--- src/rtl/smm_accum.sv ---
// smm_accum: lane-wise accumulator that sums K_TILES Strassen 2x2 products into one tile.
// Completed tiles go out through a valid/ready FIFO. Define SMM_ACC_SAT_EN for saturating lane adds; otherwise the adds wrap.
module smm_accum #(
  parameter int DATAWIDTH  = 128,
  parameter int BLOCKSIZE  = 32,
  parameter int K_TILES    = 4,
  parameter int FIFO_DEPTH = 4
) (
  input  logic                 clk,
  input  logic                 rst,
  input  logic                 load_in,
  input  logic [DATAWIDTH-1:0] C_in,
  output logic                 in_ready,
  output logic [DATAWIDTH-1:0] acc_out,
  output logic                 out_valid,
  input  logic                 out_ready,
  output logic [7:0]           tile_cnt,
  output logic                 err
);
  localparam int NUM_LANES = DATAWIDTH / BLOCKSIZE;
  localparam int PW = $clog2(FIFO_DEPTH);
  localparam int CW = PW + 1;
  localparam logic [7:0] LAST = 8'(K_TILES - 1);

  typedef logic [NUM_LANES-1:0][BLOCKSIZE-1:0] tile_t;

  logic [2:1]    vld_pipe_q;
  tile_t         acc_q, acc_d, sum, c_lanes;
  logic [7:0]    tile_cnt_q, tile_cnt_d;
  tile_t         mem_q [FIFO_DEPTH];
  logic [PW-1:0] wptr_q, rptr_q;
  logic [CW-1:0] cnt_q, cnt_d;
  logic [CW:0]   occ;
  logic          err_q, err_d;
  logic          fold, first, last, push_req, push, pop, full;

  assign c_lanes = C_in;
  assign first   = (tile_cnt_q == 8'd0);

  // The first product of a tile ignores whatever is left in acc_q.
  for (genvar l = 0; l < NUM_LANES; l++) begin : g_lane
    logic [BLOCKSIZE-1:0] base;
    assign base = first ? '0 : acc_q[l];
`ifdef SMM_ACC_SAT_EN
    logic signed [BLOCKSIZE:0] wide;
    assign wide = $signed({base[BLOCKSIZE-1], base}) +
                  $signed({c_lanes[l][BLOCKSIZE-1], c_lanes[l]});
    assign sum[l] = (wide[BLOCKSIZE] == wide[BLOCKSIZE-1]) ? wide[BLOCKSIZE-1:0] :
                    {wide[BLOCKSIZE], {(BLOCKSIZE-1){~wide[BLOCKSIZE]}}};
`else
    assign sum[l] = base + c_lanes[l];
`endif
  end

  always_comb begin
    fold     = vld_pipe_q[2];
    last     = (tile_cnt_q == LAST);
    push_req = fold && last;
    full     = (cnt_q == CW'(FIFO_DEPTH));
    pop      = out_valid && out_ready;
    // A pop on the same edge frees the slot, even when the FIFO is full.
    push     = push_req && (!full || pop);

    // Products still in the alignment pipe reserve a FIFO slot.
    occ      = {1'b0, cnt_q} + {{CW{1'b0}}, vld_pipe_q[1]} + {{CW{1'b0}}, vld_pipe_q[2]};
    in_ready = (occ < (CW+1)'(FIFO_DEPTH));

    acc_d      = acc_q;
    tile_cnt_d = tile_cnt_q;
    if (fold) begin
      if (last) begin
        tile_cnt_d = 8'd0;
      end else begin
        acc_d      = sum;
        tile_cnt_d = tile_cnt_q + 8'd1;
      end
    end

    cnt_d = cnt_q + {{PW{1'b0}}, push} - {{PW{1'b0}}, pop};
    err_d = err_q | (load_in & ~in_ready) | (push_req & full & ~pop);
  end

  always_ff @(posedge clk) begin
    if (rst) begin
      vld_pipe_q <= '0;
      acc_q      <= '0;
      tile_cnt_q <= '0;
      wptr_q     <= '0;
      rptr_q     <= '0;
      cnt_q      <= '0;
      err_q      <= 1'b0;
      for (int i = 0; i < FIFO_DEPTH; i++) mem_q[i] <= '0;
    end else begin
      vld_pipe_q <= {vld_pipe_q[1], load_in};
      acc_q      <= acc_d;
      tile_cnt_q <= tile_cnt_d;
      cnt_q      <= cnt_d;
      err_q      <= err_d;
      if (push) begin
        mem_q[wptr_q] <= sum;
        wptr_q        <= wptr_q + PW'(1);
      end
      if (pop) rptr_q <= rptr_q + PW'(1);
    end
  end

  assign acc_out   = mem_q[rptr_q];
  assign out_valid = (cnt_q != '0);
  assign tile_cnt  = tile_cnt_q;
  assign err       = err_q;
endmodule

--- config.mk ---
export PLATFORM = sky130hd
export DESIGN_NAME = smm_accum
export DESIGN_NICKNAME = d
export VERILOG_FILES = /design/src/rtl/smm_accum.sv
export SDC_FILE = /design/constraint.sdc
export NUM_CORES = 1
export LEC_CHECK = 0
export ABC_AREA = 1
export ABC_CLOCK_PERIOD_IN_PS = 6600
export CAP_MARGIN = 15
export CORE_MARGIN = 1
export CORE_UTILIZATION = 45
export DETAILED_ROUTE_END_ITERATION = 8
export MAX_ROUTING_LAYER = met4
export PLACE_DENSITY_LB_ADDON = 0.15
export SYNTH_ARGS = -nofsm -noshare
export SYNTH_HDL_FRONTEND = slang
export SYNTH_SLANG_ARGS = --single-unit
export TNS_END_PERCENT = 1
--- constraint.sdc ---
create_clock -name clk -period 6.6 [get_ports clk]
set_input_delay 1.32 -clock clk [delete_from_list [all_inputs] [get_ports clk]]
set_output_delay 1.32 -clock clk [all_outputs]
set_load 0.05 [all_outputs]
# ---- After elaboration in Yosys (flattened, before gate mapping)
# Memory sizes are Yosys's and may differ from the RTL's. A register that Yosys moved wholly into a read port is not among the register bits.
# Index checks and enable logic that the tools add are counted.
dict set report classes {
  n_addsub 11
  n_mul 0
  n_div 0
  order_cmp 1
  eq_ne 2
  shift 0
  n_mux 15
  bitwise 8
  reduce_logical 9
}
# cell n
set ops {}
lappend ops {{$add 32x32->32} 4}
lappend ops {{$mux 128} 1}
lappend ops {{$mux 32} 4}
lappend ops {{$reduce_or 128->1} 1}
lappend ops {{$add 8x1->8 const B} 1}
lappend ops {{$eq 8x2->1 const B} 1}
lappend ops {{$logic_not 8->1} 1}
lappend ops {{$mux 8} 1}
lappend ops {{$mux 1} 6}
lappend ops {{$mux 2} 3}
lappend ops {{$add 2x1->2 const B} 2}
lappend ops {{$add 3x1->4} 1}
lappend ops {{$add 4x1->4} 1}
lappend ops {{$lt 4x3->1 const B} 1}
lappend ops {{$add 3x1->3} 1}
lappend ops {{$and 1x1->1} 3}
lappend ops {{$eq 3x3->1 const B} 1}
lappend ops {{$logic_and 1x1->1} 3}
lappend ops {{$not 1->1} 3}
lappend ops {{$reduce_bool 3->1} 1}
lappend ops {{$sub 3x1->3} 1}
lappend ops {{$or 1x1->1} 2}
lappend ops {{$reduce_and 2->1} 1}
lappend ops {{$logic_not 1->1} 1}
lappend ops {{$logic_or 1x1->1} 1}
dict set report totals {
  reg_bits 146
  latchBits 0
  ram_bits 512
  mem_bits_ro 0
  out_inout_bits 139
  word_cells 57
  memories 1
}
# memory depth width read_ports rd_ports_with_merged_regs wr line_no
set mem_list {}
lappend mem_list {mem_q 4 128 1 1 4 30} ;# tile_t mem_q [FIFO_DEPTH];

# ---- Depth between registers and ports, before layout
dict set report logic_depth {
  ltp_word 9
  mapped_depth 23
  depth_no_buf 21
}

# ---- Worst setup path after synthesis
# Ideal clock, no wire load.
dict set report synth_timing {
  kind {input to register}
  startpoint {input out_ready}
  endpoint {memory mem_q[2][0] (netlist bit) (enable)}
  setup_ps 1115
  arrival_ps 4544
  t_required_ps 5485
  path_slack_ps 941
  cell_stages 9
  cell_sequence {nor4_1 nor2_1 nand2_1 buf_6 nor2_4 nand2_1 buf_4 buf_2 nand2_1}
}
# element line_no
set synth_lines {}
lappend synth_lines {{start: declaration} 16} ;# input logic out_ready,
lappend synth_lines {{end: declaration} 30}

==> results.yml <==
cells_and_area:
  nNetsFinal: 5340
  area_growth_pct: 16.22
  drive_above_1_share_pct: 3.154
  fillers: 7913
  post-route-util_pct: 52.86
  layout_common_cells: "nand2_1 (1091), nor2_1 (1016), inv_1 (771)"
  mostFrequentLayoutCell: "nand2_1"
status:
  status: "complete, no violations"
sta:
  max_freq_mhz: 184.8
  rsz0062_at_grt: "false"
  drv_slew: 0
  skew_ps: 25.53
  maxSlewHeadroom_pct: 29.09
  post-route-period-util_pct: 81.97
  finalHoldViolCount: 0
  tightest_slew_ps: 1064
  fin_crit_ps: 5410
  fin_tns_setup_ps: 0
  layout_setup_ws_ps: 1190
  setup_viol: 0
route:
  vias: 31800
  post_drt_wl_per_cell_um: 18.09
  route.detailed.drc: 0
  drt_iter0_drc: 2221
  ant_nets: 0
  drt_wl_total_um: 112400
  dr.pass1.iters: 6
  vias_per_cell: 5.119
logic_synthesis:
  ys_seq_elements: 660
  synth_top_family_by_area: "simple AND/OR/NAND/NOR gates"
  synth_nets: 5160
  avgSynthCellArea_um2: 7.632
  syn_inst: 4893
  synth-xor-area-share_pct: 1.524
  synthDistinctLibCells: 32
  ys_seq_area_share_pct: 49.11
  syn_area_um2: 37340
  synth-compound-area-share_pct: 9.177
  synth-adder-area-share_pct: 4.624
  ys.warnings.count: 0
  synthSimpleGateAreaFrac_pct: 25.47
  synth_mux_area_share_pct: 0
worst_setup_path:
  cp.required_ps: 5280
  rr_startpoint: "tile_cnt[4]"
  cp.depth: 4
  worst-path-max-fanout: 92
  regToRegEndpoint: "mem_q[1][41]"
  cpPeakStageDelay_ps: 950
  path_buf_inv: 2
  path_delay_family: "buffers and inverters"
  critPathKind: "reg -> out"
  end_kind: "output port"
  reg2reg_depth: 12
  arrival_ps: 4090
  start_kind: "register"
  cpMaxStageDelayCell: "dfxtp_4"
  crit_chain: "buf_4 > o21ai_0 > o22ai_1 > clkdlybuf4s50_1"
  regToRegSetupSlack_ps: 2270
clocking:
  cts_buffer_depth: 3
  cts.clk_slew.worst_paths_ps: 60
  cts_resized: 0
  h-tree-depth: 3
  clkSinkCount: 660
  cts_tree: "done"
  cts_setup_buffers: 0
  clock_latency_ps: 630
  cts-root-buf: "clkbuf_16"
  numCtsBuffers: 77
  ctsHoldBuffers: 0
job:
  maxCapViolCount: 0
die:
  fp.dieW_um: 290.1
  core_um2: 82110
  die-height_um: 290.1
  start_util_pct: 45.48
  rows: 105
  io_pins: 271
  dieArea_um2: 84140
global_route:
  antenna_found_initial: 7
  grt_pass1_vias: 30120
  globalRouteOverflowTotal: 0
  grt.total_usage_pct: 27.14
  grt-busiest-layer: "met2"
  grt_pass1_wl_um: 171900
  grt_max_degree: 155
  grt_use_met2_pct: 44.01
  use_met1_pct: 35.27
  grtUsageMet3_pct: 2.987
worst_hold_path:
  hold_path_class: "reg -> reg"
  hold_depth: 2
  worstHoldStart: "vld_pipe_q[1]"
  whs_endpoint: "vld_pipe_q[2]"
pwr:
  p_per_area_nw_per_um2: 292.7
  power_leakage_nw: 19.92
  ir_drop_mv: 0.2226
  p_total_mw: 12.70
place:
  pre_cts_slack_ps: 1306
  hpwlAfterDp_um: 73940
  portBuffers: 270
  gp_congestion: 0.9474
[final cells by class]
| cell class | instances | area [um2] | share of cell area, % |
|---|---|---|---|
| sequential | 660 | 18350 | 42.27 |
| multi-input combinational | 3254 | 15300 | 35.25 |
| timing repair buffer | 301 | 2983 | 6.873 |
| inverter | 779 | 2944 | 6.783 |
| clock buffer | 95 | 2078 | 4.788 |
| tap | 1070 | 1339 | 3.085 |
| clock inverter | 48 | 396.6 | 0.9139 |
| antenna | 6 | 15.01 | 0.03459 |
[report_power, final]
group          switching, mW  internal (mW)  total [mW]
combinational           2.66           1.08        3.74
sequential             0.122           4.63        4.75
clock                   1.77           2.44        4.21
total                   4.55           8.15        12.7
[tightest hold or removal path, delay by kind of cell, from the launching register on]
family                 cells  cell delay, ps
flip-flops                 1             310
buffers and inverters      1              50
AND/OR/NAND/NOR            1              30
[flip-flops by register name (all words and copies together), names as in the netlist, named ones only]
signal / cells
rptr_q: 2
tile_cnt: 8
cnt_q: 3
vld_pipe_q: 2
mem_q: 512
acc_q: 128
err: 1
wptr_q: 2
[worst max path at each step]
stage / to
4_1_cts: acc_out[40]
3_5_place_dp: mem_q[1][26]
6_report: acc_out[1]
2_1_floorplan: mem_q[2][0]
5_1_grt: acc_out[74]
3_3_place_gp: mem_q[1][22]
[layer usage]
metal  part of all wire [%]  wire length (um)
met1                     44             49350
met2                     47             53300
met3                    5.8              6464
met4                    2.9              3283
met5                      0                 0
[Yosys cell counts, drive strengths merged]
master  count  area (um2)
or2         1       6.260
nand4       2       12.51
nor3       59       300.3
inv       779        2924
fa          5       100.1
and2       65       406.6
nand3     158       790.8
o22ai     128       800.8
nand2    1098        4121
nor2     1018        3829
nor3b       1       7.510
o21bai      4       30.03
dfxtp     148        2963
buf        63       334.1
nand3b      4       30.03
a211oi      1       7.510
a31oi       3       18.77
ha        130        1627
xor2       14       122.6
clkbuf    137       514.2
xnor2      51       446.7
a21o        5       37.54
a21oi     209        1046
nor4        1       6.260
edfxtp    512       15370
o21ai     297        1486
[per-stage QoR]
step	area [um2]	instances	hold WS, ps
2_1_floorplan	37340	4893	403.2
3_3_place_gp	40910	6064	412.3
3_5_place_dp	40910	6064	428.1
4_1_cts	43390	6207	436.2
5_1_grt	43400	6213	458.5
6_report	43400	6213	433.7
[kinds of logic after synthesis]
family,count (synthesis)
AOI/OAI and AO/OA,647
and+or+nand+nor,2407
xor gates and xnor gates,65
buffers and inverters,979
DFF,660
adders and majority gates,135
(Power assumes the default switching activity.)
